[src/rtl/gamepad_pkg.sv]
// rtl/gamepad_pkg.sv - shared constants and types for the Gamepad Pmod receiver
package gamepad_pkg;

   localparam int NUM_BITS_DEF  = 24;
   localparam int CTRL_BITS_DEF = 12;
   localparam int TIMEOUT_W_DEF = 20;

   localparam int BTN_B      = 11;
   localparam int BTN_Y      = 10;
   localparam int BTN_SELECT = 9;
   localparam int BTN_START  = 8;
   localparam int BTN_UP     = 7;
   localparam int BTN_DOWN   = 6;
   localparam int BTN_LEFT   = 5;
   localparam int BTN_RIGHT  = 4;
   localparam int BTN_A      = 3;
   localparam int BTN_X      = 2;
   localparam int BTN_L      = 1;
   localparam int BTN_R      = 0;

   // An unplugged controller leaves its data line pulled high for every bit.
   localparam logic [11:0] ABSENT = 12'hFFF;

   typedef enum logic [1:0] {
      CMT_NONE,
      CMT_GOOD,
      CMT_ABSENT,
      CMT_ERROR
   } commit_e;

endpackage

[src/rtl/sync_edge_detect.sv]
// rtl/sync_edge_detect.sv - two-flop synchroniser with a registered rising-edge pulse
module sync_edge_detect
(
   input  logic clk,
   input  logic reset,
   input  logic pin,
   output logic sync_out,
   output logic rise
);

   logic meta_q, meta_d;
   logic sync_q, sync_d;
   logic prev_q, prev_d;
   logic rise_q, rise_d;

   always_comb begin
      meta_d = pin;
      sync_d = meta_q;
      prev_d = sync_q;
      rise_d = sync_q & ~prev_q;
   end

   always_ff @(posedge clk) begin
      if (reset) begin
         meta_q <= 1'b0;
         sync_q <= 1'b0;
         prev_q <= 1'b0;
         rise_q <= 1'b0;
      end else begin
         meta_q <= meta_d;
         sync_q <= sync_d;
         prev_q <= prev_d;
         rise_q <= rise_d;
      end
   end

   assign sync_out = sync_q;
   assign rise     = rise_q;

endmodule

[src/rtl/gamepad_pmod_receiver.sv]
// rtl/gamepad_pmod_receiver.sv - deserialises Gamepad Pmod frames into controller-0 button state
import gamepad_pkg::*;

module gamepad_pmod_receiver
#(
   parameter int NUM_BITS  = NUM_BITS_DEF,
   parameter int CTRL_BITS = CTRL_BITS_DEF,
   parameter int TIMEOUT_W = TIMEOUT_W_DEF
)
(
   input  logic                 clk,
   input  logic                 reset,
   input  logic                 pmod_data,
   input  logic                 pmod_clk,
   input  logic                 pmod_latch,
   output logic [CTRL_BITS-1:0] buttons,
   output logic                 up,
   output logic                 down,
   output logic                 left,
   output logic                 right,
   output logic                 start,
   output logic                 present,
   output logic                 frame_valid,
   output logic                 frame_error
);

   localparam int                CNT_W    = $clog2(NUM_BITS + 2);
   localparam logic [CNT_W-1:0]  CNT_FULL = CNT_W'(NUM_BITS);
   localparam logic [CNT_W-1:0]  CNT_SAT  = CNT_W'(NUM_BITS + 1);
   localparam logic [TIMEOUT_W-1:0] WDG_MAX = '1;

   logic clk_sync, clk_rise;
   logic latch_sync, latch_rise;

   sync_edge_detect u_clk_sync (
      .clk      (clk),
      .reset    (reset),
      .pin      (pmod_clk),
      .sync_out (clk_sync),
      .rise     (clk_rise)
   );

   sync_edge_detect u_latch_sync (
      .clk      (clk),
      .reset    (reset),
      .pin      (pmod_latch),
      .sync_out (latch_sync),
      .rise     (latch_rise)
   );

   logic                 data_meta_q, data_meta_d;
   logic                 data_sync_q, data_sync_d;
   logic [NUM_BITS-1:0]  shreg_q, shreg_d;
   logic [CNT_W-1:0]     bitcnt_q, bitcnt_d;
   logic [TIMEOUT_W-1:0] wdg_q, wdg_d;
   logic [CTRL_BITS-1:0] buttons_q, buttons_d;
   logic                 present_q, present_d;
   logic                 frame_valid_q, frame_valid_d;
   logic                 frame_error_q, frame_error_d;
   logic [CTRL_BITS-1:0] candidate;
   commit_e              outcome;

   assign candidate = shreg_q[NUM_BITS-1 -: CTRL_BITS];

   always_comb begin
      outcome = CMT_NONE;
      if (latch_rise) begin
         if (bitcnt_q != CNT_FULL)
            outcome = CMT_ERROR;
         else if (candidate == ABSENT)
            outcome = CMT_ABSENT;
         else
            outcome = CMT_GOOD;
      end
   end

   always_comb begin
      data_meta_d   = pmod_data;
      data_sync_d   = data_meta_q;
      shreg_d       = shreg_q;
      bitcnt_d      = bitcnt_q;
      buttons_d     = buttons_q;
      present_d     = present_q;
      frame_valid_d = 1'b0;
      frame_error_d = 1'b0;
      wdg_d         = (wdg_q == WDG_MAX) ? wdg_q : wdg_q + TIMEOUT_W'(1);

      // A silent link keeps forcing the outputs idle until a latch arrives.
      if (wdg_q == WDG_MAX) begin
         buttons_d = '0;
         present_d = 1'b0;
      end

      // Latch takes priority; a coincident shift clock is dropped.
      if (latch_rise) begin
         bitcnt_d = '0;
         wdg_d    = '0;
         case (outcome)
            CMT_GOOD: begin
               buttons_d     = candidate;
               present_d     = 1'b1;
               frame_valid_d = 1'b1;
            end
            CMT_ABSENT: begin
               buttons_d     = '0;
               present_d     = 1'b0;
               frame_valid_d = 1'b1;
            end
            default: begin
               buttons_d     = buttons_q;
               present_d     = present_q;
               frame_error_d = 1'b1;
            end
         endcase
      end else if (clk_rise) begin
         shreg_d = {shreg_q[NUM_BITS-2:0], data_sync_q};
         if (bitcnt_q != CNT_SAT)
            bitcnt_d = bitcnt_q + CNT_W'(1);
      end
   end

   always_ff @(posedge clk) begin
      if (reset) begin
         data_meta_q   <= 1'b0;
         data_sync_q   <= 1'b0;
         shreg_q       <= '0;
         bitcnt_q      <= '0;
         wdg_q         <= '0;
         buttons_q     <= '0;
         present_q     <= 1'b0;
         frame_valid_q <= 1'b0;
         frame_error_q <= 1'b0;
      end else begin
         data_meta_q   <= data_meta_d;
         data_sync_q   <= data_sync_d;
         shreg_q       <= shreg_d;
         bitcnt_q      <= bitcnt_d;
         wdg_q         <= wdg_d;
         buttons_q     <= buttons_d;
         present_q     <= present_d;
         frame_valid_q <= frame_valid_d;
         frame_error_q <= frame_error_d;
      end
   end

   assign buttons     = buttons_q;
   assign present     = present_q;
   assign frame_valid = frame_valid_q;
   assign frame_error = frame_error_q;

   assign up    = buttons_q[BTN_UP]    & present_q;
   assign down  = buttons_q[BTN_DOWN]  & present_q;
   assign left  = buttons_q[BTN_LEFT]  & present_q;
   assign right = buttons_q[BTN_RIGHT] & present_q;
   assign start = buttons_q[BTN_START] & present_q;

endmodule

[config.mk]
export PLATFORM = sky130hd
export DESIGN_NAME = gamepad_pmod_receiver
export DESIGN_NICKNAME = d
export VERILOG_FILES = /design/src/rtl/gamepad_pkg.sv /design/src/rtl/sync_edge_detect.sv /design/src/rtl/gamepad_pmod_receiver.sv
export SDC_FILE = /design/constraint.sdc
export NUM_CORES = 1
export LEC_CHECK = 0
export CAP_MARGIN = 20
export CORE_UTILIZATION = 30
export CTS_CLUSTER_DIAMETER = 30
export CTS_CLUSTER_SIZE = 30
export DETAILED_ROUTE_END_ITERATION = 10
export PLACE_DENSITY = 0.47
export SLEW_MARGIN = 20
export SYNTH_ARGS = -nofsm -noshare
export SYNTH_HDL_FRONTEND = slang
export SYNTH_HIERARCHICAL = 1
export SYNTH_SLANG_ARGS = --single-unit
[constraint.sdc]
create_clock -name clk -period 2.82 [get_ports clk]
set_input_delay 0.705 -clock clk [delete_from_list [all_inputs] [get_ports clk]]
set_output_delay 0.705 -clock clk [all_outputs]
set_load 0.005 [all_outputs]
==> flow_summary.ini <==
[clocking]
postCtsResizedCells = 0
cts_buffers = 9
cts_root_buffer = clkbuf_8
path_clk_slew_ns = 0.08
postCtsHoldBufs = 0
clk_latency_ns = 0.34
clock_path_buffers = 2
h-tree-depth = 3
post_cts_buffers = 0
cts_sinks = 74
cts_tree = built

[drt]
wire_per_inst_um = 12.1
vias = 2237
wl_um = 5740
viasPerCell = 4.72
drc = 0
drtIter0Drc = 169
ant_nets = 0
dr.pass1.iters = 4

[power]
p_per_area_nw_per_um2 = 579
leakage_nw = 1.18
vdd_drop_max_mv = 0.253

[final_layout]
antenna_cells = 0
multiInputGateArea_um2 = 1310
layout-drive-gt1-share_pct = 8.41
regArea_um2 = 1480
nFillCells = 950
syn_to_final_growth_pct = 20.5
layout.nets = 349

[outcome]
outcome = finished clean

[yosys]
synth_top_family_by_area = simple AND/OR/NAND/NOR gates
synth_xor_xnor_area_share_pct = 1.22
ys_warn_count = 6
synthArstFlopShare_pct = 0
synth_edf_count = 0
synthCells = 316
synth_seq_cells = 74
netlist-cell-type-count = 44
syn-cell-area_um2 = 2880
syn_area_per_cell_um2 = 9.11
ys.flop_type = dfxtp_1
synthMuxAreaShare_pct = 0.348
ys_seq_area_share_pct = 51.4
syn_nets = 325
synth_compound_area_share_pct = 17.1
synthAdderAreaFrac_pct = 1.74
synth-simple-area-share_pct = 25.0

[sta]
clock_skew_ns = 0.00959
finalSetupTns_ns = 0
slew_viol_final = 0
slew_headroom_pct = 40.2
holdWs_ns = 0.410
fin_crit_ns = 2.19
min_period_over_period_pct = 77.8
rsz0062_at_grt = no
hold_viol_final = 0
worstMarginPinSlew_ns = 0.898
setup_violations = 0
timing.fmax_mhz = 456

[critical_path]
cp_num_cells = 4
cpLargestDelayFamily = simple AND/OR/NAND/NOR gates
end_kind = flop
crit_slowest_cell = or4_4
worstPathArrival_ns = 2.42
worst_path_largest_cell_delay_ns = 0.61
cp_num_buf_inv = 0
cp_cell_sequence = nand4_2 -> or4_4 -> o31a_1 -> a22o_1
rr_worst_depth = 4
cp.required_ns = 3.05
crit_fanout = 13
path_class = reg -> reg
start_kind = flop

[die]
die_w_um = 100
die_area_um2 = 10000
rows = 35
die_height_um = 100
start_util_pct = 31.0
core_area_um2 = 9280
num_io_pins = 25

[placed_design]
place_congestion = 0.704
hpwl_um = 3740
io_buffers = 24

[grt]
grt.overflow.total = 0
grt_antenna_before_repair = 0
grt_usage_pct = 12.7
grt_first_pass_wirelength_um = 10000
grt_pass1_vias = 2065
grt_max_degree = 37

[worst_hold_path]
holdPathStages = 1
hold_class = reg -> reg

[flow_run]
drv_cap = 0
## area by class of cell
cell class | instances | share of cell area, %
clock inverter | 6 | 2.59
inverter | 5 | 0.541
multi-input combinational | 220 | 37.7
sequential | 74 | 42.7
tap | 129 | 4.65
clock buffer | 10 | 3.68
timing repair buffer | 30 | 8.22
## placed cells by master, fill, tap and decap left out, drive strengths merged, types with 2 or more instances in the layout
cell type	Yosys	routed
or3	3	3
clkdlybuf4s50	0	24
or4	4	4
nor3b	2	2
nor2b	11	11
dfxtp	74	74
a31oi	7	7
nand2b	2	2
o41ai	2	2
and2	7	7
a22o	12	12
a31o	2	2
and3	5	5
bufinv	0	2
a21oi	31	31
nor4	2	2
o31ai	2	2
buf	2	6
nand3	10	10
nand2	57	57
a211oi	6	6
o21ai	3	3
and4	3	3
nor2	8	8
xor2	3	3
o311ai	2	2
nand4	13	13
clkinv	0	2
nor3	7	7
clkbuf	15	10
ha	4	4
inv	5	6
a41oi	2	2
## where the power goes
| group | internal [W] | total [W] | leakage, nW | switching (W) |
|---|---|---|---|---|
| clock network | 0.000502 | 0.000897 | 0.107 | 0.000395 |
| registers | 0.00105 | 0.00106 | 0.598 | 0.00000734 |
| logic | 0.0000176 | 0.0000503 | 0.478 | 0.0000327 |
| total | 0.00157 | 0.00201 | 1.18 | 0.000435 |
## sequential cells by signal, indices dropped and copies added (netlist names)
signal,flops
shreg_q,24
wdg_q,20
buttons,12
bitcnt_q,5
data_meta_q,1
data_sync_q,1
frame_error,1
frame_valid,1
present,1
u_clk_sync/meta_q,1
u_clk_sync/prev_q,1
u_clk_sync/rise,1
u_clk_sync/sync_out,1
u_latch_sync/meta_q,1
u_latch_sync/prev_q,1
u_latch_sync/rise,1
u_latch_sync/sync_out,1
## worst register-to-register path: cells and delay by family, from the launching register on
family / cells / cell delay, ns
AO/OA/AOI/OAI: 2 / 0.78
AND/OR/NAND/NOR: 2 / 0.84
flip-flops: 1 / 0.47
## path summary, 6_finish.rpt
check	slack, ns	from	to
worst max-delay path	0.63	wdg_q[8]	buttons[10]
worst min-delay path	0.41	u_clk_sync/prev_q	u_clk_sync/rise
worst max register to register	0.63	wdg_q[8]	buttons[10]
worst min register to register	0.41	u_clk_sync/prev_q	u_clk_sync/rise
## cell families (layout without fill, tap and decap cells)
family	after synthesis	after routing
AND/OR/NAND/NOR	137	137
AO/OA/AOI/OAI	74	74
flip-flops	74	74
buffers and inverters	22	51
adder cells (fa/ha/maj)	4	4
XOR/XNOR	4	4
multiplexers	1	1
## per-layer routing
metal  GRT usage (%)  routed length [um]  vias to the layer above  share of wire, %
met3            2.92                 158                        6               2.8
met4            6.02                  76                        0               1.3
li1                -                   -                     1184                 -
met5               0                   0                        -                 0
met2            18.6                2490                       31                43
met1            17.6                3010                     1016                52
## metrics by stage
stage	setup slack, ns	instance area [um^2]	utilization [%]	std cells	total power [W]
2_1_floorplan	0.868	2880	-	316	0.00112
3_3_place_gp	0.565	3250	35.1	458	0.00114
3_5_place_dp	0.552	3250	35.1	458	0.00114
4_1_cts	0.624	3470	37.4	474	0.00205
5_1_grt	0.475	3470	37.4	474	0.00210
6_report	0.627	3470	37.4	474	0.00201
## synth_stat cells, types with 6 or more instances
master | number | area [um^2]
dfxtp_1 | 74 | 1480
nand2_1 | 57 | 214
a21oi_1 | 31 | 155
clkbuf_1 | 15 | 56.3
a22o_1 | 12 | 105
nand4_1 | 12 | 75.1
nor2b_1 | 11 | 68.8
nand3_1 | 10 | 50.1
nor2_1 | 8 | 30.0
a31oi_1 | 7 | 43.8
and2_1 | 7 | 43.8
nor3_1 | 7 | 35.0
a211oi_1 | 6 | 45.0
No activity file was read; power rests on OpenSTA's default activity.
